### config.mk
export PLATFORM = sky130hd
export DESIGN_NAME = lattice_result_collector
export DESIGN_NICKNAME = d
export VERILOG_FILES = /design/src/rtl/lattice_result_collector.sv
export SDC_FILE = /design/constraint.sdc
export NUM_CORES = 1
export LEC_CHECK = 0
export BUFFER_PORTS_ARGS = -buffer_cell sky130_fd_sc_hd__buf_2
export CAP_MARGIN = 25
export CORE_MARGIN = 2
export CORE_UTILIZATION = 30
export DETAILED_ROUTE_END_ITERATION = 8
export HOLD_SLACK_MARGIN = 0.08
export PLACE_DENSITY = 0.42
export SYNTH_ARGS = -nofsm -noshare
export SYNTH_HDL_FRONTEND = slang
export SYNTH_SLANG_ARGS = --single-unit
export TNS_END_PERCENT = 20
### constraint.sdc
create_clock -name clk -period 6.71 [get_ports clk]
set_clock_uncertainty 0.15 [all_clocks]
set_input_delay 0.671 -clock clk [delete_from_list [all_inputs] [get_ports clk]]
set_output_delay 0.671 -clock clk [all_outputs]
set_load 0.1 [all_outputs]
### src/rtl/lattice_result_collector.sv
// Result collector for the processor lattice: issues work rounds, tracks in-flight issue
// cycles, reconstructs the first winning nonce and reports it over a valid/ready handshake.
module lattice_result_collector #(
  parameter int unsigned COUNTBITS = 4,
  parameter int unsigned LATENCY   = 8,
  parameter int unsigned NONCEBITS = 32
) (
  input  logic                           clk,
  input  logic                           rst_n,
  input  logic                           start,
  input  logic [NONCEBITS-1:0]           base_nonce,
  input  logic [NONCEBITS-COUNTBITS-1:0] num_issues,
  output logic                           issue_o,
  input  logic                           res_success,
  input  logic [COUNTBITS-1:0]           res_index,
  output logic                           busy,
  output logic                           out_valid,
  output logic                           out_found,
  output logic [NONCEBITS-1:0]           out_nonce,
  input  logic                           out_ready
);

  localparam int unsigned IW = NONCEBITS - COUNTBITS;

  typedef enum logic [1:0] {StIdle, StRun, StDrain, StReport} state_e;

  state_e                 state_q, state_d;
  logic [NONCEBITS-1:0]   base_q, base_d;
  logic [IW-1:0]          nissue_q, nissue_d;
  logic [IW-1:0]          icnt_q, icnt_d;
  logic [IW-1:0]          rcnt_q, rcnt_d;
  logic [LATENCY-1:0]     infl_q, infl_d;
  logic [LATENCY:0]       infl_shift;
  logic                   issue_q, issue_d;
  logic                   busy_q, busy_d;
  logic                   valid_q, valid_d;
  logic                   found_q, found_d;
  logic [NONCEBITS-1:0]   nonce_q, nonce_d;
  logic                   res_valid;
  logic                   hit;
  logic [NONCEBITS-1:0]   win_nonce;

  // The tap of the in-flight line marks the cycle whose chain output belongs to issue rcnt_q.
  assign res_valid  = infl_q[LATENCY-1];
  assign hit        = res_valid && res_success;
  assign infl_shift = {infl_q, issue_q};
  assign win_nonce  = base_q + {rcnt_q, {COUNTBITS{1'b0}}} + NONCEBITS'(res_index);

  always_comb begin
    state_d  = state_q;
    base_d   = base_q;
    nissue_d = nissue_q;
    icnt_d   = icnt_q;
    rcnt_d   = rcnt_q;
    infl_d   = infl_shift[LATENCY-1:0];
    issue_d  = 1'b0;
    valid_d  = valid_q;
    found_d  = found_q;
    nonce_d  = nonce_q;

    unique case (state_q)
      StIdle: begin
        if (start) begin
          base_d   = base_nonce;
          nissue_d = num_issues;
          icnt_d   = '0;
          rcnt_d   = '0;
          found_d  = 1'b0;
          nonce_d  = '0;
          if (num_issues == '0) begin
            state_d = StReport;
            valid_d = 1'b1;
          end else begin
            state_d = StRun;
            issue_d = 1'b1;
          end
        end
      end
      StRun, StDrain: begin
        if (state_q == StRun) begin
          icnt_d = icnt_q + IW'(1);
        end
        if (res_valid) begin
          rcnt_d = rcnt_q + IW'(1);
        end
        // A success takes priority over both the last-issue and the drain-empty transitions.
        if (hit) begin
          state_d = StReport;
          valid_d = 1'b1;
          found_d = 1'b1;
          nonce_d = win_nonce;
          infl_d  = '0;
        end else if (state_q == StRun) begin
          if (icnt_q + IW'(1) == nissue_q) begin
            state_d = StDrain;
          end else begin
            issue_d = 1'b1;
          end
        end else if (infl_d == '0) begin
          state_d = StReport;
          valid_d = 1'b1;
          found_d = 1'b0;
          nonce_d = '0;
        end
      end
      StReport: begin
        if (out_ready) begin
          state_d = StIdle;
          valid_d = 1'b0;
        end
      end
      default: state_d = StIdle;
    endcase

    busy_d = (state_d != StIdle);
  end

  always_ff @(posedge clk or negedge rst_n) begin
    if (!rst_n) begin
      state_q  <= StIdle;
      base_q   <= '0;
      nissue_q <= '0;
      icnt_q   <= '0;
      rcnt_q   <= '0;
      infl_q   <= '0;
      issue_q  <= 1'b0;
      busy_q   <= 1'b0;
      valid_q  <= 1'b0;
      found_q  <= 1'b0;
      nonce_q  <= '0;
    end else begin
      state_q  <= state_d;
      base_q   <= base_d;
      nissue_q <= nissue_d;
      icnt_q   <= icnt_d;
      rcnt_q   <= rcnt_d;
      infl_q   <= infl_d;
      issue_q  <= issue_d;
      busy_q   <= busy_d;
      valid_q  <= valid_d;
      found_q  <= found_d;
      nonce_q  <= nonce_d;
    end
  end

  assign issue_o   = issue_q;
  assign busy      = busy_q;
  assign out_valid = valid_q;
  assign out_found = found_q;
  assign out_nonce = nonce_q;

endmodule
==> results.ini <==
[run_status]
outcome = finished, final reports clean

[yosys]
ys_warn_count = 0
ys_seq_area_share_pct = 42.9
synthTopCellsByArea = dfrtp_1 43%, mux2_2 7.1%, ha_1 4.8%, xor2_1 4.0%, nand2_1 3.9%
netlist-cell-type-count = 74
syn_area_um2 = 9460
synthCells = 977
synth.net_count = 1083
async_reset_ff_share_pct = 100
synth_edf_count = 0
syn_area_per_cell_um2 = 9.68
ys.flop_type = dfrtp_1
yosys_register_bits = 162
synth_top_area_share_pct = 42.9
yosys.area.top_type = dfrtp_1

[drt]
viasPerCell = 5.03
dr.first_iter.drc_count = 394
wl_um = 26100
drtPass1Iterations = 6
via_count = 7420
wl_per_cell_um = 17.7
wl_met1_um = 12000
top_layer = met4
drc = 0
met3_length_um = 770
ant_nets = 0
route.met2.wl_um = 12900

[clock_tree]
clock-sinks = 162
clockBufferDepth = 2
path_clk_slew_ns = 0.08
cts_buffers = 17
root_buffer = clkbuf_16
cts_tree = built
postCtsSetupBuffers = 0
post_cts_resized = 0
worstSkewPairLatency_ns = 0.45
holdBufCountCts = 1
cts_htree_levels = 4

[timing]
fin_crit_sh_pct = 54.6
setup_violations = 0
worstMarginPinSlew_ns = 0.908
maxSlewViolCount = 0
whs_ns = 0.291
timing.fmax_mhz = 273
setup_slack_ns = 3.05
hold_violations = 0
grt_setup_unrepaired = no
relSlewSlack_pct = 39.4
period_needed_ns = 3.66
final.setup.tns_ns = 0

[power_and_ir_drop]
clockPowerShare_pct = 20.0
p_leak_nw = 4.90
seqPwrFrac_pct = 31.7
combPwrFrac_pct = 48.3
peakVddDrop_mv = 0.256
switching_power_mw = 2.32
swShare_pct = 47.5
power-per-cell-area_nw_per_um2 = 445
power.internal_mw = 2.57

[global_route]
grt_pass1_vias = 7540
grt_max_degree = 63
grt_pass1_wl_um = 42800
antenna_found_initial = 0
globalRouteTotalUtil_pct = 16.7
grt_overflow_total = 0

[layout]
num-nets-final = 1167
antennaDiodeCount = 0
area_growth_pct = 16.0
final_cell_count_no_fill = 1476
drive_gt1_share_pct = 21.0
post-route-util_pct = 35.0

[setup_path]
ff2ff_path_depth = 10
worst_ep_required_time_ns = 6.93
slowest_delay_ns = 0.70
criticalPathCategory = flop to flop
cp_slowest_cell = nor4_1
ff2ff_setup_slack_ns = 3.05
startpoint_type = flop
r2r_end = rcnt_q[25]
cp.arrival_ns = 3.89
end_kind = flop
regToRegStartpoint = state_q[0]
cp_cell_sequence = inv_1 > ha_1 > mux2i_1 > nand4bb_1 > nor4_1 > and4_1 > and2b_1 > nand3_1 > xor2_1 > nor2_1
crit_fanout = 17

[die]
start_util_pct = 30.2
die_area_um2 = 33000
die_y_um = 182
fp-row-count = 65
dieWidth_um = 182
core_area_um2 = 31300
num_io_pins = 105

[place]
pre_cts_ws_ns = 3.01
port_buffers = 104
placed_cells = 1442
dpl.hpwl_um = 18600
gp_congestion = 0.820

[hold_path]
hold-path-cell-count = 2
min_from = base_nonce[2]
hold_path_class = input pin to flop
min_to = base_q[2]

[run]
cap_viol_max_count = 0

## synth_stat cells, drive strengths merged, types with 8 or more instances
| master | count |
|---|---|
| nor2b | 8 |
| xor2 | 43 |
| nand2b | 8 |
| ha | 36 |
| a21oi | 46 |
| buf | 23 |
| nand3 | 39 |
| and3 | 10 |
| nand2 | 100 |
| a21o | 17 |
| and4 | 8 |
| nor3 | 28 |
| a22o | 10 |
| xnor2 | 37 |
| nor4 | 15 |
| and2 | 14 |
| mux2 | 60 |
| nor2 | 70 |
| nand4 | 20 |
| clkbuf | 26 |
| o21ai | 68 |
| inv | 16 |
| mux2i | 16 |
| dfrtp | 162 |
## logic make-up (layout without fill, tap and decap cells)
family / count (synthesis) / in the layout / synth area share [%]
compound gates: 208 / 208 / 14.2
flops: 162 / 162 / 42.9
xor+xnor: 80 / 80 / 7.41
buf+inv: 65 / 162 / 2.88
simple gates: 349 / 349 / 18.8
fa+ha+maj: 37 / 37 / 4.97
mux: 76 / 76 / 8.84
## sequential cells by signal (all words and copies together), names as in the netlist
name / flops
base_q: 32
busy: 1
icnt_q: 28
infl_q: 8
issue_o: 1
nissue_q: 28
out_found: 1
out_nonce: 32
out_valid: 1
rcnt_q: 28
state_q: 2
## worst max path at each step
stage | cells after the start | start | endpoint
global route | 10 | state_q[0] | rcnt_q[25]
global placement | 10 | state_q[0] | rcnt_q[25]
finish | 10 | state_q[0] | rcnt_q[25]
detailed placement | 10 | state_q[0] | rcnt_q[25]
floorplan | 9 | res_index[1] | out_nonce[27]
CTS | 10 | state_q[0] | rcnt_q[25]
## per-layer routing
| metal | vias to the layer above | track usage (%) |
|---|---|---|
| li1 | 3690 | - |
| met1 | 3581 | 22.2 |
| met2 | 119 | 28.0 |
| met3 | 30 | 3.01 |
| met4 | 0 | 4.75 |
| met5 | - | 0 |
## cell usage in the layout, fill, tap and decap left out, drive strengths merged, types with 8 or more instances in the layout
| cell | count |
|---|---|
| a22o | 10 |
| nor4 | 15 |
| nor2 | 70 |
| xor2 | 43 |
| nor3 | 28 |
| and3 | 10 |
| xnor2 | 37 |
| o21ai | 68 |
| nand4 | 20 |
| clkbuf | 18 |
| mux2 | 60 |
| nand2 | 100 |
| nand2b | 8 |
| ha | 36 |
| and4 | 8 |
| buf | 113 |
| nor2b | 8 |
| a21oi | 46 |
| mux2i | 16 |
| a21o | 17 |
| inv | 22 |
| nand3 | 39 |
| dfrtp | 162 |
| and2 | 14 |
## worst max-delay path, delay by kind of cell (launching register included)
kind	cells	cell delay (ns)
buffers and inverters	1	0.07
adders and majority gates	1	0.68
DFF	1	0.44
and+or+nand+nor	6	1.81
xor gates and xnor gates	1	0.15
muxes	1	0.29
## final cells by class
cell class                      instances  area (um^2)
Fill cell                            3203        20300
Multi-Input combinational cell        750         5160
Sequential cell                       162         4050
Timing Repair Buffer                  114          624
Tap cell                              402          503
Clock buffer                           18          429
Clock inverter                         14          146
Inverter                               16         60.1
## per-stage QoR
stage	power, mW	instance area, um^2
floorplan	3.33	9460
detailed placement	3.95	10400
CTS	4.97	11000
global placement	3.96	10400
finish	4.89	11000
global route	5.26	11000
## power by group through the flow
stage / sequential, mW / combinational (mW) / clock, mW
3_3_place_gp: 1.57 / 2.38 / 0
4_1_cts: 1.56 / 2.40 / 1.02
6_report: 1.55 / 2.36 / 0.978
3_5_place_dp: 1.57 / 2.38 / 0
5_1_grt: 1.60 / 2.61 / 1.06
2_1_floorplan: 2.02 / 1.31 / 0
No activity file was read; power rests on OpenSTA's default activity.
